===== src/rtl/cpu_step_pkg.sv =====
// Shared types for the execution-step controller.
// Optional breakpoint/HALT support is enabled by CPU_STEP_BREAKPOINT_EN.
package cpu_step_pkg;

    typedef enum logic [1:0] {
        STEP = 2'd0,
        RUN  = 2'd1,
        HALT = 2'd2
    } step_state_t;

    // Idle level of the active-low key path.
    localparam logic SYNC_RST_LVL = 1'b1;

endpackage


===== src/rtl/key_debounce.sv =====
// Two-flop synchronizer and counting debouncer for an active-low button.
// Emits a registered one-cycle pulse on each accepted 1->0 transition.
module key_debounce
    import cpu_step_pkg::*;
#(
    parameter int DEBOUNCE_CYCLES = 500000,
    parameter int CNT_W           = 26
) (
    input  logic clk,
    input  logic rst,
    input  logic raw_i,
    output logic level_o,
    output logic press_o
);

    localparam logic [CNT_W-1:0] CNT_LAST = CNT_W'(DEBOUNCE_CYCLES - 1);
    localparam logic [CNT_W-1:0] CNT_ONE  = CNT_W'(1);

    logic             s1_q, s2_q;
    logic             lvl_q, lvl_d;
    logic             press_q, press_d;
    logic [CNT_W-1:0] cnt_q, cnt_d;

    always_comb begin
        lvl_d   = lvl_q;
        press_d = 1'b0;
        cnt_d   = '0;
        if (s2_q != lvl_q) begin
            if (cnt_q == CNT_LAST) begin
                lvl_d   = s2_q;
                press_d = lvl_q & ~s2_q;
            end else begin
                cnt_d = cnt_q + CNT_ONE;
            end
        end
    end

    always_ff @(posedge clk) begin
        if (!rst) begin
            s1_q    <= SYNC_RST_LVL;
            s2_q    <= SYNC_RST_LVL;
            lvl_q   <= SYNC_RST_LVL;
            press_q <= 1'b0;
            cnt_q   <= '0;
        end else begin
            s1_q    <= raw_i;
            s2_q    <= s1_q;
            lvl_q   <= lvl_d;
            press_q <= press_d;
            cnt_q   <= cnt_d;
        end
    end

    assign level_o = lvl_q;
    assign press_o = press_q;

endmodule


===== src/rtl/cpu_step_ctrl.sv =====
// Step/run controller issuing one-cycle cpu_en pulses to PC and regfile.
// Define CPU_STEP_BREAKPOINT_EN to compile in the PC breakpoint and HALT.
module cpu_step_ctrl
    import cpu_step_pkg::*;
#(
    parameter int DEBOUNCE_CYCLES = 500000,
    parameter int RATE_BASE       = 50000000,
    parameter int CNT_W           = 26
) (
    input  logic       clk,
    input  logic       rst,
    input  logic       key_step_n,
    input  logic       sw_run,
    input  logic [2:0] sw_rate,
    input  logic [7:0] pc,
    input  logic [7:0] bp_addr,
    input  logic       bp_arm,
    output logic       cpu_en,
    output logic [7:0] step_count,
    output logic       running,
    output logic       halted
);

    localparam logic [CNT_W-1:0] RATE_BASE_W = CNT_W'(RATE_BASE);
    localparam logic [CNT_W-1:0] CNT_ONE     = CNT_W'(1);

    step_state_t      state_q, state_d;
    logic [CNT_W-1:0] rate_cnt_q, rate_cnt_d;
    logic [CNT_W-1:0] period_q, period_d;
    logic [CNT_W-1:0] rate_period;
    logic             sw_s1_q, sw_s2_q;
    logic             cpu_en_q, cpu_en_d;
    logic [7:0]       step_q, step_d;
    logic             running_q, running_d;
    logic             halted_q, halted_d;
    logic             press, key_lvl;
    logic             tick, bp_hit;
    logic             unused_lvl;

    key_debounce #(
        .DEBOUNCE_CYCLES(DEBOUNCE_CYCLES),
        .CNT_W          (CNT_W)
    ) u_key (
        .clk    (clk),
        .rst    (rst),
        .raw_i  (key_step_n),
        .level_o(key_lvl),
        .press_o(press)
    );

    assign unused_lvl  = key_lvl;
    assign rate_period = RATE_BASE_W >> sw_rate;
    assign tick        = (rate_cnt_q == period_q - CNT_ONE);

`ifdef CPU_STEP_BREAKPOINT_EN
    assign bp_hit = bp_arm && (pc == bp_addr);
`else
    logic unused_bp;
    assign bp_hit    = 1'b0;
    assign unused_bp = ^{pc, bp_addr, bp_arm};
`endif

    always_comb begin
        state_d    = state_q;
        rate_cnt_d = rate_cnt_q;
        period_d   = period_q;
        cpu_en_d   = 1'b0;
        unique case (state_q)
            STEP: begin
                if (sw_s2_q) begin
                    state_d    = RUN;
                    rate_cnt_d = '0;
                    period_d   = rate_period;
                end else if (press) begin
                    cpu_en_d = 1'b1;
                end
            end
            RUN: begin
                if (!sw_s2_q) begin
                    state_d = STEP;
                end else if (tick) begin
                    rate_cnt_d = '0;
                    period_d   = rate_period;
                    if (bp_hit) state_d  = HALT;
                    else        cpu_en_d = 1'b1;
                end else begin
                    rate_cnt_d = rate_cnt_q + CNT_ONE;
                end
            end
            HALT: begin
                if (!sw_s2_q) begin
                    state_d = STEP;
                end else if (press) begin
                    cpu_en_d   = 1'b1;
                    state_d    = RUN;
                    rate_cnt_d = '0;
                    period_d   = rate_period;
                end
            end
            default: state_d = STEP;
        endcase
        step_d    = cpu_en_d ? step_q + 8'd1 : step_q;
        running_d = (state_d == RUN);
`ifdef CPU_STEP_BREAKPOINT_EN
        halted_d  = (state_d == HALT);
`else
        halted_d  = 1'b0;
`endif
    end

    always_ff @(posedge clk) begin
        if (!rst) begin
            state_q    <= STEP;
            rate_cnt_q <= '0;
            period_q   <= '0;
            sw_s1_q    <= 1'b0;
            sw_s2_q    <= 1'b0;
            cpu_en_q   <= 1'b0;
            step_q     <= 8'd0;
            running_q  <= 1'b0;
            halted_q   <= 1'b0;
        end else begin
            state_q    <= state_d;
            rate_cnt_q <= rate_cnt_d;
            period_q   <= period_d;
            sw_s1_q    <= sw_run;
            sw_s2_q    <= sw_s1_q;
            cpu_en_q   <= cpu_en_d;
            step_q     <= step_d;
            running_q  <= running_d;
            halted_q   <= halted_d;
        end
    end

    assign cpu_en     = cpu_en_q;
    assign step_count = step_q;
    assign running    = running_q;
    assign halted     = halted_q;

endmodule


===== config.mk =====
export PLATFORM = sky130hd
export DESIGN_NAME = cpu_step_ctrl
export DESIGN_NICKNAME = d
export VERILOG_FILES = /design/src/rtl/cpu_step_pkg.sv /design/src/rtl/key_debounce.sv /design/src/rtl/cpu_step_ctrl.sv
export SDC_FILE = /design/constraint.sdc
export NUM_CORES = 1
export LEC_CHECK = 0
export BUFFER_PORTS_ARGS = -buffer_cell sky130_fd_sc_hd__buf_4
export CAP_MARGIN = 10
export CORE_MARGIN = 1.5
export CORE_UTILIZATION = 32
export CTS_CLUSTER_DIAMETER = 100
export DETAILED_ROUTE_END_ITERATION = 10
export GPL_ROUTABILITY_DRIVEN = 0
export SYNTH_ARGS = -nofsm -noshare
export SYNTH_HDL_FRONTEND = slang
export SYNTH_SLANG_ARGS = --single-unit

===== constraint.sdc =====
create_clock -name clk -period 6.5 [get_ports clk]
set_input_delay 0.65 -clock clk [delete_from_list [all_inputs] [get_ports clk]]
set_output_delay 0.65 -clock clk [all_outputs]
set_load 0.005 [all_outputs]

---- Word level (Yosys, flattened, before mapping) ----
Cells that the tools add are included.
storage, ports and cells
  register bits after elaboration ......... 96
  bits of input ports ..................... 24
  output and inout port bits .............. 11
  word-level logic and storage cells ...... 63
cells by class
  equal/unequal tests ..................... 11
  bitwise operators ....................... 4
  add/subtract/negate cells ............... 4
  mux-type cells .......................... 23
  reductions and logical operators ........ 7
  shift operators ......................... 1
operator list
  kind                                                 count
  two-way mux 26 bit                                   10
  case mux 26 bit (3 select lines)                     2
  adder 26 x 1 -> 26 bit (second input constant)       2
  == test 26 x 19 -> 1 bit (second input constant)     1
  == test 26 bit                                       1
  >> shifter 26 x 3 -> 26 bit (first input constant)   1
  subtractor 26 x 1 -> 26 bit (second input constant)  1
  adder 8 x 1 -> 8 bit (second input constant)         1
  two-way mux 2 bit                                    4
  != test 2 bit (second input constant)                4
  case mux 2 bit (3 select lines)                      1
  AND reduction 6 bit                                  1
  two-way mux 1 bit                                    5
  AND reduction 5 bit                                  1
  == test 2 x 1 -> 1 bit (second input constant)       2
  inverter 1 bit                                       3
  case mux 1 bit (3 select lines)                      1
  AND reduction 3 bit                                  1
  nonzero test 3 bit                                   1
  OR reduction 3 bit                                   1
  == test 2 bit (second input constant)                1
  logical NOT 2 bit                                    1
  != test 2 x 1 -> 1 bit (second input constant)       1
  AND reduction 2 bit                                  1
  2 further kinds                                      2

---- Logic depth before layout (Yosys ltp) ----
Gate-level depths: netlist of run 1.
  word-level depth ........................ 5
  depth in mapped cells ................... 14
  gate-level depth less buffers ........... 10

---- Hierarchy ----
Synthesis of run 1 repeated with hierarchy kept, for this count alone.
second synthesis, totals
  cells, all modules ...................... 638
  area, all modules ....................... 5312.6 um^2
modules (own cells, without submodules)
  module         times used  seq. area each (um^2)  cells an instance  area each (um^2)
  cpu_step_ctrl  1           1321.3                 478                3915.0
  key_debounce   1           600.6                  160                1397.6

---- Least setup slack after synthesis of run 1 ----
OpenSTA, ideal clock, no wires.
  kind .................................... reg2reg
  from .................................... register period_q[8]
  to ...................................... register rate_cnt_q[21]
  cell stages (with the launch flop) ...... 11
  arrival time ............................ 2.920 ns
  required time ........................... 6.370 ns
  period minus slack after synthesis ...... 3.050 ns
  setup time .............................. 0.130 ns
  buffers on the path ..................... 2
  setup slack ............................. 3.450 ns
  cells stage by stage .................... dfxtp_1 > or4_4 > or4_4 > or3_1 > o311ai_2 > or2_1 > a41o_2 > nand2_2 > buf_6 > buf_6 > nor3b_1
on the way
  longest elaborated chain between the ends .. 5
RTL lines
  what                              RTL line              RTL
  start, declared                   cpu_step_ctrl.sv:29   logic [CNT_W-1:0] period_q, period_d;
  start signal, assigned            cpu_step_ctrl.sv:125  period_q <= period_d;
  subtractor 26 x 1 -> 26 bit       cpu_step_ctrl.sv:53   assign tick = (rate_cnt_q == period_q - CNT_ONE);
  == test 26 bit                    cpu_step_ctrl.sv:53
  two-way mux 26 bit                cpu_step_ctrl.sv:81   end else if (tick) begin
  two-way mux 26 bit                cpu_step_ctrl.sv:79   if (!sw_s2_q) begin
  case mux 26 bit (3 select lines)  cpu_step_ctrl.sv:68   unique case (state_q)
  end signal, assigned              cpu_step_ctrl.sv:124  rate_cnt_q <= rate_cnt_d;
  end, declared                     cpu_step_ctrl.sv:28   logic [CNT_W-1:0] rate_cnt_q, rate_cnt_d;
Every way passes these cells. The select of a mux whose other input is x is not followed.
A chain may end at the register's enable or synchronous reset.

---- Worst setup path after layout of run 1 ----
  from .................................... register period_q[0]
  to ...................................... register rate_cnt_q[3]
Same word-level chain as after synthesis.

==> metrics.txt, run 1 <==
Post-synth EDFFs 0; Setup Total Neg Slack 0 ns; RSZ-0062 raised after global routing false; synth unique cells 63; HPWL Detailed 8090 um; status finished clean; synthesized cell area 0.00534 mm^2; area of the core 0.0164 mm^2; last element of the critical path rate_cnt_q[3]$_SDFFE_PN0P_; predominant post-synthesis flop cell dfxtp_1; FMAX 241 MHz; maximum VDD drop 0.161 mV; first-pass GRT wire length 20600 um; CP Cell Sequence inv_1 -> ha_1 -> nor4b_1 -> nand3b_1 -> xnor2_1 -> nand2_1 -> nor4b_1 -> a41o_2 -> nand2_2 -> and3_1; footprint of the multi-input gates 0.00318 mm^2; vias in the first global route 4076; per-cell routed wire length 13.9 um; CP Launch Type register; Yosys Warn Count 0; Reg clk slew, reported paths 0.07 ns; CTS sink cnt 96; CP arrival 4.40 ns; RR Startpoint period_q[0]$_SDFFE_PN0P_; Sw Ratio 0.280; FF-to-FF End rate_cnt_q[3]$_SDFFE_PN0P_; CTS resizes 0; Int Power 987 uW; Crit path top cell by count nor4b_1; Clock Skew 0.00945 ns; crit path time final 4.15 ns; Slew @ Worst Pin 0.873 ns; I/O pin count 35; Leakage Power 0.00226 uW; Starting Density 0.325; Clk Latency, worst-skew pair 0.37 ns; DR DRC count 0; Reg power frac 0.451; number of setup violations in the final report 0; setup bufs post-CTS 0; Max FO, Critical Path 38; Area growth syn-to-layout 10.4%; Crit Path Category register to register; Post-synth ARST share 0; Min-Delay Path Class register to register; H-tree Lvls 3; final worst slack 2.35 ns; Overflow after GRT 0; # port buffers 16; die width 132 um; CTS root buffer clkbuf_16; initial antenna violation count 0; syn_area_per_cell 8.33 um^2; Place WS 2.37 ns; post-route ant nets 0; Switch Pwr 384 uW; Pins Over Slew Limit 0; placed cell area 0.00558 mm^2; GRT Total Usage 0.146; Combinational Power Share 0.130; max-cap viol count 0; CP Capture Type register; die area 0.0175 mm^2; Power Dens Cells 233 mW/mm^2; fillcell total 1728; count of state elements after synthesis 96; share of cells above drive strength 1 0.0769; met3 wire length 506 um; Synth Instances 641; top layer in use met4; final net count 665; cell depth of the worst flop-to-flop path 10; Routed WL 11900 um; CTS max path bufs 2; Worst path max stage delay 0.62 ns; Slew Limit Headroom 0.418; Worst setup startpoint period_q[0]$_SDFFE_PN0P_; Tcrit/Tclk final 0.638; FP Rows 47; Hold Vio Cnt, Final 0; sequential share of the synthesized area 0.360; Synth Net Count 674; reg2reg setup slack 2.35 ns; Vias/cell 5.02; CTS Buf Count 9; WL met2 5360 um; hold bufs inserted after CTS 0; Die Y 132 um; Register Area 0.00192 mm^2; DR iter-0 viols 287; DRT met1 WL 5840 um; Antenna Cells 0; fin area 0.00589 mm^2; CP required 6.75 ns; DRT Pass-1 Iters 4; largest net degree at the start of global routing 70; CTS tree done; Clock power frac 0.419; Worst path slowest cell nand2_2; Via Count 4305
[flip-flops by register name, indices dropped and copies added (netlist names)]
name           flops
rate_cnt_q        26
u_key.cnt_q       26
running            1
period_q          26
sw_s2_q            1
u_key.s2_q         1
u_key.level_o      1
u_key.s1_q         1
cpu_en             1
sw_s1_q            1
u_key.press_o      1
step_count         8
state_q            2
[area by class of cell]
type	count	share of cell area
Clock inverter	7	0.0153
Clock buffer	9	0.0382
Multi-Input combinational cell	490	0.540
Tap cell	220	0.0467
Sequential cell	96	0.326
Inverter	17	0.0108
Timing Repair Buffer	18	0.0229
[worst min-delay path by stage]
stage	start	to	slack, ns	cells after the start
floorplan	u_key.s1_q$_SDFF_PN1_	u_key.s2_q$_SDFF_PN1_	0.39	1
global placement	u_key.s1_q$_SDFF_PN1_	u_key.s2_q$_SDFF_PN1_	0.39	1
detailed placement	u_key.s1_q$_SDFF_PN1_	u_key.s2_q$_SDFF_PN1_	0.42	1
CTS	u_key.s1_q$_SDFF_PN1_	u_key.s2_q$_SDFF_PN1_	0.43	1
global route	u_key.s1_q$_SDFF_PN1_	u_key.s2_q$_SDFF_PN1_	0.46	1
finish	u_key.s1_q$_SDFF_PN1_	u_key.s2_q$_SDFF_PN1_	0.42	1
[placed cells by master (no fill, tap or decap), types with 11 or more instances in the layout]
| cell type | n |
|---|---|
| dfxtp_1 | 96 |
| nand2_1 | 70 |
| nor2_1 | 57 |
| xor2_1 | 42 |
| xnor2_1 | 39 |
| and3_1 | 35 |
| a21oi_1 | 30 |
| nand3_1 | 29 |
| mux2i_1 | 23 |
| buf_4 | 18 |
| inv_1 | 17 |
| nor3_1 | 14 |
| nand4_1 | 12 |
| nor4_1 | 12 |
| nand2b_1 | 11 |
[cell families after synthesis]
group / share of synthesized area
multiplexers: 0.0431
buffers and inverters: 0.0448
AND/OR/NAND/NOR: 0.287
AO/OA/AOI/OAI: 0.110
other: 0.000703
adder cells (fa/ha/maj): 0.0211
XOR/XNOR: 0.133
flip-flops: 0.360
[cells in the mapped netlist, types with 4 or more instances]
| library cell | instances | area share |
|---|---|---|
| mux2i_1 | 23 | 0.043 |
| nand3b_1 | 4 | 0.0056 |
| or4_1 | 5 | 0.0070 |
| a311oi_1 | 9 | 0.015 |
| nor3_1 | 14 | 0.013 |
| nor2_1 | 57 | 0.040 |
| a21oi_1 | 31 | 0.029 |
| clkbuf_1 | 29 | 0.020 |
| inv_1 | 17 | 0.012 |
| ha_1 | 9 | 0.021 |
| xnor2_1 | 39 | 0.064 |
| nand2_1 | 70 | 0.049 |
| o21ai_0 | 7 | 0.0066 |
| nor4_1 | 12 | 0.014 |
| xor2_1 | 42 | 0.069 |
| and3_1 | 35 | 0.041 |
| a31oi_1 | 5 | 0.0059 |
| nand2b_1 | 11 | 0.013 |
| or3_1 | 9 | 0.011 |
| nand4_1 | 12 | 0.014 |
| nor3b_1 | 7 | 0.0098 |
| nand3_1 | 29 | 0.027 |
| dfxtp_1 | 96 | 0.36 |
[power groups by stage]
stage / Combinational (uW) / Sequential (uW) / Clock, uW
5_1_grt: 201 / 621 / 607
4_1_cts: 179 / 618 / 593
6_report: 178 / 619 / 574
3_3_place_gp: 177 / 632 / 0
2_1_floorplan: 150 / 624 / 0
3_5_place_dp: 179 / 632 / 0
[worst max-delay path, delay by kind of cell, from the launching register on]
kind,cells,cell delay (ns)
XOR/XNOR,1,0.16
AO/OA/AOI/OAI,1,0.60
adder cells (fa/ha/maj),1,0.39
AND/OR/NAND/NOR,6,2.40
flip-flops,1,0.39
buffers and inverters,1,0.09
[metrics by stage]
step            util  power, uW  hold WS (ns)  cells
5_1_grt        0.359       1430         0.458    857
3_3_place_gp   0.340        809         0.389    841
4_1_cts        0.359       1390         0.432    857
3_5_place_dp   0.340        811         0.415    841
2_1_floorplan      -        773         0.386    641
6_report       0.359       1370         0.422    857
[routing by layer]
layer | GRT usage | vias up
li1 | - | 2241
met1 | 0.193 | 1999
met2 | 0.225 | 49
met3 | 0.0404 | 16
met4 | 0.0568 | 0
met5 | 0 | -
No activity file was read; power rests on OpenSTA's default activity.
==> inputs of run 2 (changes only) <==
==> constraint.sdc (replaced) <==
create_clock -name clk -period 3.4 [get_ports clk]
set_input_delay 0.34 -clock clk [delete_from_list [all_inputs] [get_ports clk]]
set_output_delay 0.34 -clock clk [all_outputs]
set_load 0.005 [all_outputs]
==> run 2 against run 1 <==
  * Cell count is 2.6% higher
  * Routed wire length up 3.2%
  * Cell area is 3.1% higher
  * Global-route usage up 0.26 points
  * Clock power rose by 85%
  * Clock skew hardly changed
  * Hold slack lost 0.26 ns
  * Non-clock buffer count up 22
  * First-iteration DRC count is 14% lower
  * Worst setup slack got worse by 2.2 ns
  * Die area stayed put
  * Sequential share of layout area decreased by 0.98 points
  * Largest power group unchanged
==> metrics.txt, run 2 (same netlist as run 1, synthesis figures left out) <==
Int Power 1900 uW (was 987 uW); Via Count 4426 (was 4305); DR DRC count 0 (unchanged); FMAX 310 MHz (was 241 MHz); maximum VDD drop 0.263 mV (was 0.161 mV); Slew @ Worst Pin 0.895 ns (was 0.873 ns); Overflow after GRT 0 (unchanged); hold path start key_step_n (was u_key.s1_q$_SDFF_PN1_); final net count 687 (was 665); CP arrival 3.47 ns (was 4.40 ns); Setup Total Neg Slack 0 ns (unchanged); Hold Vio Cnt, Final 0 (unchanged); placed cell area 0.00575 mm^2 (was 0.00558 mm^2); reg2reg setup slack 0.18 ns (was 2.35 ns); HPWL Detailed 8700 um (was 8090 um); initial antenna violation count 1 (was 0); per-cell routed wire length 14.0 um (was 13.9 um); Sw Ratio 0.274 (was 0.280); H-tree Lvls 3 (unchanged); RR Startpoint period_q[8]$_SDFFE_PN0P_ (was period_q[0]$_SDFFE_PN0P_); number of setup violations in the final report 0 (unchanged); Place WS 0.167 ns (was 2.37 ns); CP required 3.65 ns (was 6.75 ns); Clk Latency, worst-skew pair 0.36 ns (was 0.37 ns); Leakage Power 0.00237 uW (was 0.00226 uW); vias in the first global route 4177 (was 4076); die area 0.0175 mm^2 (unchanged); DRT Pass-1 Iters 4 (unchanged); Antenna Cells 0 (unchanged); # port buffers 16 (unchanged); share of cells above drive strength 1 0.111 (was 0.0769); Tcrit/Tclk final 0.948 (was 0.638); post-route ant nets 0 (unchanged); CTS root buffer clkbuf_16 (unchanged); Reg clk slew, reported paths 0.07 ns (about the same); CP Capture Type register (unchanged); Pins Over Slew Limit 0 (unchanged); GRT Total Usage 0.148 (was 0.146); Reg power frac 0.448 (was 0.451); Routed WL 12300 um (was 11900 um); max-cap viol count 0 (unchanged); CTS Buf Count 9 (unchanged); status finished clean (unchanged); CTS tree done (unchanged); final worst slack 0.176 ns (was 2.35 ns); DR iter-0 viols 247 (was 287); Slew Limit Headroom 0.403 (was 0.418); commonest non-fill, non-tap cell in the layout dfxtp_1 (unchanged); Power Dens Cells 431 mW/mm^2 (was 233 mW/mm^2); CTS max path bufs 2 (unchanged); Switch Pwr 717 uW (was 384 uW); CP Launch Type register (unchanged); largest net degree at the start of global routing 69 (was 70); Combinational Power Share 0.145 (was 0.130); Clock Skew 0.00911 ns (was 0.00945 ns); Vias/cell 5.04 (was 5.02); top flop regs period_q (26), rate_cnt_q (26), u_key.cnt_q (26) (unchanged); cell depth of the worst flop-to-flop path 9 (was 10); CTS sink cnt 96 (unchanged); FP Rows 47 (unchanged); RSZ-0062 raised after global routing false (unchanged); Crit Path Category register to register (unchanged); crit path time final 3.22 ns (was 4.15 ns); first-pass GRT wire length 20900 um (was 20600 um); Die Y 132 um (unchanged); I/O pin count 35 (unchanged); fin area 0.00607 mm^2 (was 0.00589 mm^2); die width 132 um (unchanged); Starting Density 0.325 (unchanged); Max FO, Critical Path 21 (was 38); commonest cells after routing, fill and taps aside 96 x dfxtp_1, 70 x nand2_1, 57 x nor2_1 (unchanged); Hold Path Depth 2 (was 1); Worst Hold End u_key.s1_q$_SDFF_PN1_ (was u_key.s2_q$_SDFF_PN1_); Clock power frac 0.407 (was 0.419); Min-Delay Path Class input port to register (was register to register); Area growth syn-to-layout 13.8% (was 10.4%); FF-to-FF End rate_cnt_q[20]$_SDFFE_PN0P_ (was rate_cnt_q[3]$_SDFFE_PN0P_); area of the core 0.0164 mm^2 (unchanged); setup bufs post-CTS 0 (unchanged); Fin Hold WS 0.164 ns (was 0.422 ns)
run 2: layout make-up:
cell class / instances / area, um^2
fill: 1688 / 10300
multi-input combinational: 490 / 3190
sequential: 96 / 1920
timing repair buffer: 40 / 313
tap: 220 / 275
clock buffer: 9 / 225
clock inverter: 7 / 83.8
inverter: 17 / 63.8
run 2: layer usage:
layer,share of wire,global-route usage
met5,0,0
met1,0.49,0.195
met4,0.017,0.0469
met2,0.45,0.236
met3,0.042,0.0404
run 2: per-stage QoR:
stage / total power [uW] / util / instances
3_5_place_dp: 1580 / 0.351 / 863
2_1_floorplan: 1480 / - / 641
5_1_grt: 2740 / 0.370 / 879
3_3_place_gp: 1580 / 0.351 / 863
6_report: 2620 / 0.370 / 879
4_1_cts: 2660 / 0.369 / 879
run 2: repair_timing:
item / 4_1_cts / 5_1_grt
setup endpoints to repair: 0 / 4
resized for setup: 0 / 2
hold buffers: 0 / 0
run 2: power groups by stage:
stage                     clock (uW)  sequential, uW  combinational [uW]
after floorplan                    0            1190                 286
after global placement             0            1200                 378
after detailed placement           0            1200                 381
after CTS                       1100            1170                 381
after global routing            1140            1180                 428
final                           1060            1170                 381
run 2: worst max-delay path by stage:
| stage | from | to | slack [ns] | depth (start not counted) |
|---|---|---|---|---|
| 6_report | period_q[8]$_SDFFE_PN0P_ | rate_cnt_q[20]$_SDFFE_PN0P_ | 0.18 | 9 |
| 5_1_grt | period_q[1]$_SDFFE_PN0P_ | period_q[17]$_SDFFE_PN0P_ | 0.01 | 10 |
| 4_1_cts | period_q[8]$_SDFFE_PN0P_ | step_count[5]$_SDFFE_PN0P_ | 0.13 | 9 |
| 3_5_place_dp | period_q[8]$_SDFFE_PN0P_ | step_count[5]$_SDFFE_PN0P_ | 0.17 | 9 |
| 3_3_place_gp | period_q[8]$_SDFFE_PN0P_ | step_count[5]$_SDFFE_PN0P_ | 0.17 | 9 |
| 2_1_floorplan | period_q[8]$_SDFFE_PN0P_ | rate_cnt_q[21]$_SDFFE_PN0P_ | 0.35 | 10 |
run 2: worst max-delay path: stages, from the launching register on:
cell	delay, ns
dfxtp_1	0.32
or4_4	0.58
or4_4	0.55
or3_1	0.42
o311ai_2	0.32
or2_1	0.16
a41o_2	0.27
nand2_2	0.07
buf_4	0.22
and3_1	0.20
==> inputs of run 3 (changes only) <==
--- a/config.mk
+++ b/config.mk
@@ -14,4 +14,5 @@
 export GPL_ROUTABILITY_DRIVEN = 0
 export SYNTH_ARGS = -nofsm -noshare
 export SYNTH_HDL_FRONTEND = slang
+export SYNTH_HIERARCHICAL = 1
 export SYNTH_SLANG_ARGS = --single-unit
==> run 3 against run 2 <==
  * Cell count unchanged
  * Synthesized cell count down 0.47%
  * Sequential power about the same
  * Largest power group unchanged
  * Highest routed layer unchanged
==> metrics.txt, run 3 <==
share of the synthesized area in the top cell type 0.362 (was 0.360); CTS sink cnt 96 (unchanged); Worst setup startpoint period_q[0]$_SDFFE_PN0P_ (was period_q[8]$_SDFFE_PN0P_); fillcell total 1613 (was 1688); commonest cells after routing, fill and taps aside 96 x dfxtp_1, 58 x nor2_1, 48 x a21oi_1 (was 96 x dfxtp_1, 70 x nand2_1, 57 x nor2_1); Routed WL 12500 um (was 12300 um); Slew Limit Headroom 0.301 (was 0.403); Clock Skew 0.00644 ns (was 0.00911 ns); maximum VDD drop 0.234 mV (was 0.263 mV); Register Area 0.00192 mm^2 (unchanged); CP required 3.66 ns (was 3.65 ns); adder-cell share of the synthesized area 0.0236 (was 0.0211); Crit Path Category register to register (unchanged); die area 0.0174 mm^2 (was 0.0175 mm^2); synthesized cell area 0.00531 mm^2 (was 0.00534 mm^2); Synth Net Count 672 (was 674); FP Rows 46 (was 47); commonest cells in the netlist 96 x dfxtp_1, 58 x nor2_1, 48 x a21oi_1, 43 x nand2_1, 40 x xor2_1 (was 96 x dfxtp_1, 70 x nand2_1, 57 x nor2_1, 42 x xor2_1, 39 x xnor2_1); DR iter-0 viols 264 (was 247); last element of the critical path period_q[1]$_SDFFE_PN0P_ (was rate_cnt_q[20]$_SDFFE_PN0P_); CTS max path bufs 2 (unchanged); Synth Instances 638 (was 641); hold bufs inserted after CTS 0 (unchanged); Pins Over Slew Limit 0 (unchanged); FMAX 312 MHz (was 310 MHz); Power Total 2690 uW (was 2620 uW); Tcrit/Tclk final 0.943 (was 0.948); combinational family with the most area after synthesis simple AND/OR/NAND/NOR gates (unchanged); Post-synth ARST share 0 (unchanged); Place WS 0.0406 ns (was 0.167 ns); Leakage Power 0.00221 uW (was 0.00237 uW); HPWL Detailed 9330 um (was 8700 um); die width 132 um (about the same); Overflow after GRT 0 (unchanged); CTS root buffer clkbuf_16 (unchanged); reg2reg setup slack 0.19 ns (was 0.18 ns); RR Startpoint period_q[0]$_SDFFE_PN0P_ (was period_q[8]$_SDFFE_PN0P_); Hold Vio Cnt, Final 0 (unchanged); RSZ-0062 raised after global routing false (unchanged); predominant post-synthesis flop cell dfxtp_1 (unchanged); Max FO, Critical Path 18 (was 21); Slew @ Worst Pin 1.05 ns (was 0.895 ns); initial antenna violation count 0 (was 1); post-route ant nets 0 (unchanged); synth unique cells 65 (was 63); Reg clk slew, reported paths 0.07 ns (about the same); most common cell in the netlist dfxtp_1 (unchanged); Area growth syn-to-layout 15.2% (was 13.8%); DRT Pass-1 Iters 6 (was 4); FF-to-FF End period_q[1]$_SDFFE_PN0P_ (was rate_cnt_q[20]$_SDFFE_PN0P_); number of setup violations in the final report 0 (unchanged); complex-gate fraction of the synthesized area 0.152 (was 0.110); GRT Total Usage 0.148 (about the same); Clk Latency, worst-skew pair 0.34 ns (was 0.36 ns); CTS Buf Count 9 (unchanged); Vias/cell 5.32 (was 5.04); Power Dens Cells 439 mW/mm^2 (was 431 mW/mm^2); Yosys Warn Count 6 (was 0); Synth Area in XOR/XNOR 0.117 (was 0.133); Die Y 132 um (about the same); top flop regs period_q (26), rate_cnt_q (26), u_key/cnt_q (26) (was period_q (26), rate_cnt_q (26), u_key.cnt_q (26)); syn_area_per_cell 8.33 um^2 (about the same); vias in the first global route 4481 (was 4177); DR DRC count 0 (unchanged); CTS tree done (unchanged); Post-Synth Simple-Gate Area 0.282 (was 0.287); Yosys top cell by area dfxtp_1 (unchanged); CP Launch Type register (unchanged); area of the core 0.0161 mm^2 (was 0.0164 mm^2); final net count 692 (was 687); hold path start key_step_n (unchanged); CP arrival 3.47 ns (about the same); cell depth of the worst flop-to-flop path 10 (was 9); per-cell routed wire length 14.3 um (was 14.0 um); count of state elements after synthesis 96 (unchanged); Setup Total Neg Slack 0 ns (unchanged); mux contribution to synthesized area 0.0210 (was 0.0431); max-cap viol count 0 (unchanged); Via Count 4672 (was 4426); share of cells above drive strength 1 0.110 (was 0.111); first-pass GRT wire length 21700 um (was 20900 um); largest net degree at the start of global routing 33 (was 69); Post-synth EDFFs 0 (unchanged); Starting Density 0.331 (was 0.325); status finished clean (unchanged); CP Capture Type register (unchanged); Antenna Cells 0 (unchanged); # port buffers 16 (unchanged); I/O pin count 35 (unchanged); final worst slack 0.193 ns (was 0.176 ns); sequential share of the synthesized area 0.362 (was 0.360); footprint of the multi-input gates 0.00318 mm^2 (was 0.00319 mm^2); commonest non-fill, non-tap cell in the layout dfxtp_1 (unchanged); synth top area cells dfxtp_1 36%, xor2_1 6.6%, xnor2_1 5.1% (was dfxtp_1 36%, xor2_1 6.9%, xnor2_1 6.4%); crit path time final 3.21 ns (was 3.22 ns); Min-Delay Path Class input port to register (unchanged); H-tree Lvls 3 (unchanged)
## run 3: changes by cell type after synthesis, moves of 11 or more
cell,previous run,this run
o21ai_0,7,33
mux2i_1,23,10
a21oi_1,31,48
nand2_1,70,43
nand4_1,12,23
and3_1,35,11
## run 3: how the worst min path moves through the flow
| stage | endpoint | slack, ns | depth (start not counted) |
|---|---|---|---|
| 4_1_cts | u_key/s1_q$_SDFF_PN1_ | 0.20 | 2 |
| 3_3_place_gp | u_key/s2_q$_SDFF_PN1_ | 0.40 | 1 |
| 2_1_floorplan | u_key/s2_q$_SDFF_PN1_ | 0.39 | 1 |
| 6_report | u_key/s1_q$_SDFF_PN1_ | 0.20 | 2 |
| 5_1_grt | u_key/s1_q$_SDFF_PN1_ | 0.19 | 2 |
| 3_5_place_dp | u_key/s2_q$_SDFF_PN1_ | 0.40 | 1 |
## run 3: metrics by stage
stage / util / cell area, um^2 / cells / hold WS [ns]
after floorplan: - / 5310 / 638 / 0.386
after global placement: 0.357 / 5740 / 860 / 0.403
after detailed placement: 0.357 / 5740 / 860 / 0.403
after CTS: 0.378 / 6070 / 876 / 0.198
after global routing: 0.381 / 6120 / 879 / 0.192
final: 0.381 / 6120 / 879 / 0.201
## run 3: layout make-up
cell class | count | share of cell area
flip-flops and latches | 96 | 0.314
repair buffers | 42 | 0.0556
well taps | 216 | 0.0442
inverters | 19 | 0.0117
clock inverters | 6 | 0.0176
clock buffers | 10 | 0.0374
multi-input cells | 490 | 0.520
## run 3: logic make-up (layout without fill, tap and decap cells)
kind of cell | Yosys count | in the layout
and+or+nand+nor | 271 | 271
AOI/OAI and AO/OA | 126 | 126
DFF | 96 | 96
xor gates and xnor gates | 71 | 71
buffers and inverters | 52 | 77
muxes | 11 | 11
adders and majority gates | 10 | 10
other | 1 | 1
## run 3: critical path: stages (launching register included)
cell,delay (ns)
dfxtp_1,0.31
buf_4,0.15
or4_1,0.61
nor4_1,0.28
mux2i_1,0.24
o211ai_1,0.14
and4b_1,0.42
a41oi_4,0.16
buf_12,0.18
or4_1,0.48
a21oi_1,0.15
## run 3: routing by layer
| layer | vias up | global-route usage | wire (um) |
|---|---|---|---|
| li1 | 2350 | - | - |
| met1 | 2231 | 0.191 | 5900 |
| met2 | 79 | 0.253 | 6120 |
| met3 | 12 | 0.0277 | 361 |
| met4 | 0 | 0.0432 | 157 |
| met5 | - | 0 | 0 |
## run 3: where the power goes
part / switching [uW] / internal, uW / total [uW]
clock network: 429 / 717 / 1150
logic: 203 / 159 / 362
registers: 31.8 / 1150 / 1180
## run 3: what timing repair did
| action | in CTS | in global routing |
|---|---|---|
| endpoints found under the setup margin | 0 | 53 |
| gates resized for setup | 0 | 2 |
| buffers inserted | 0 | 3 |
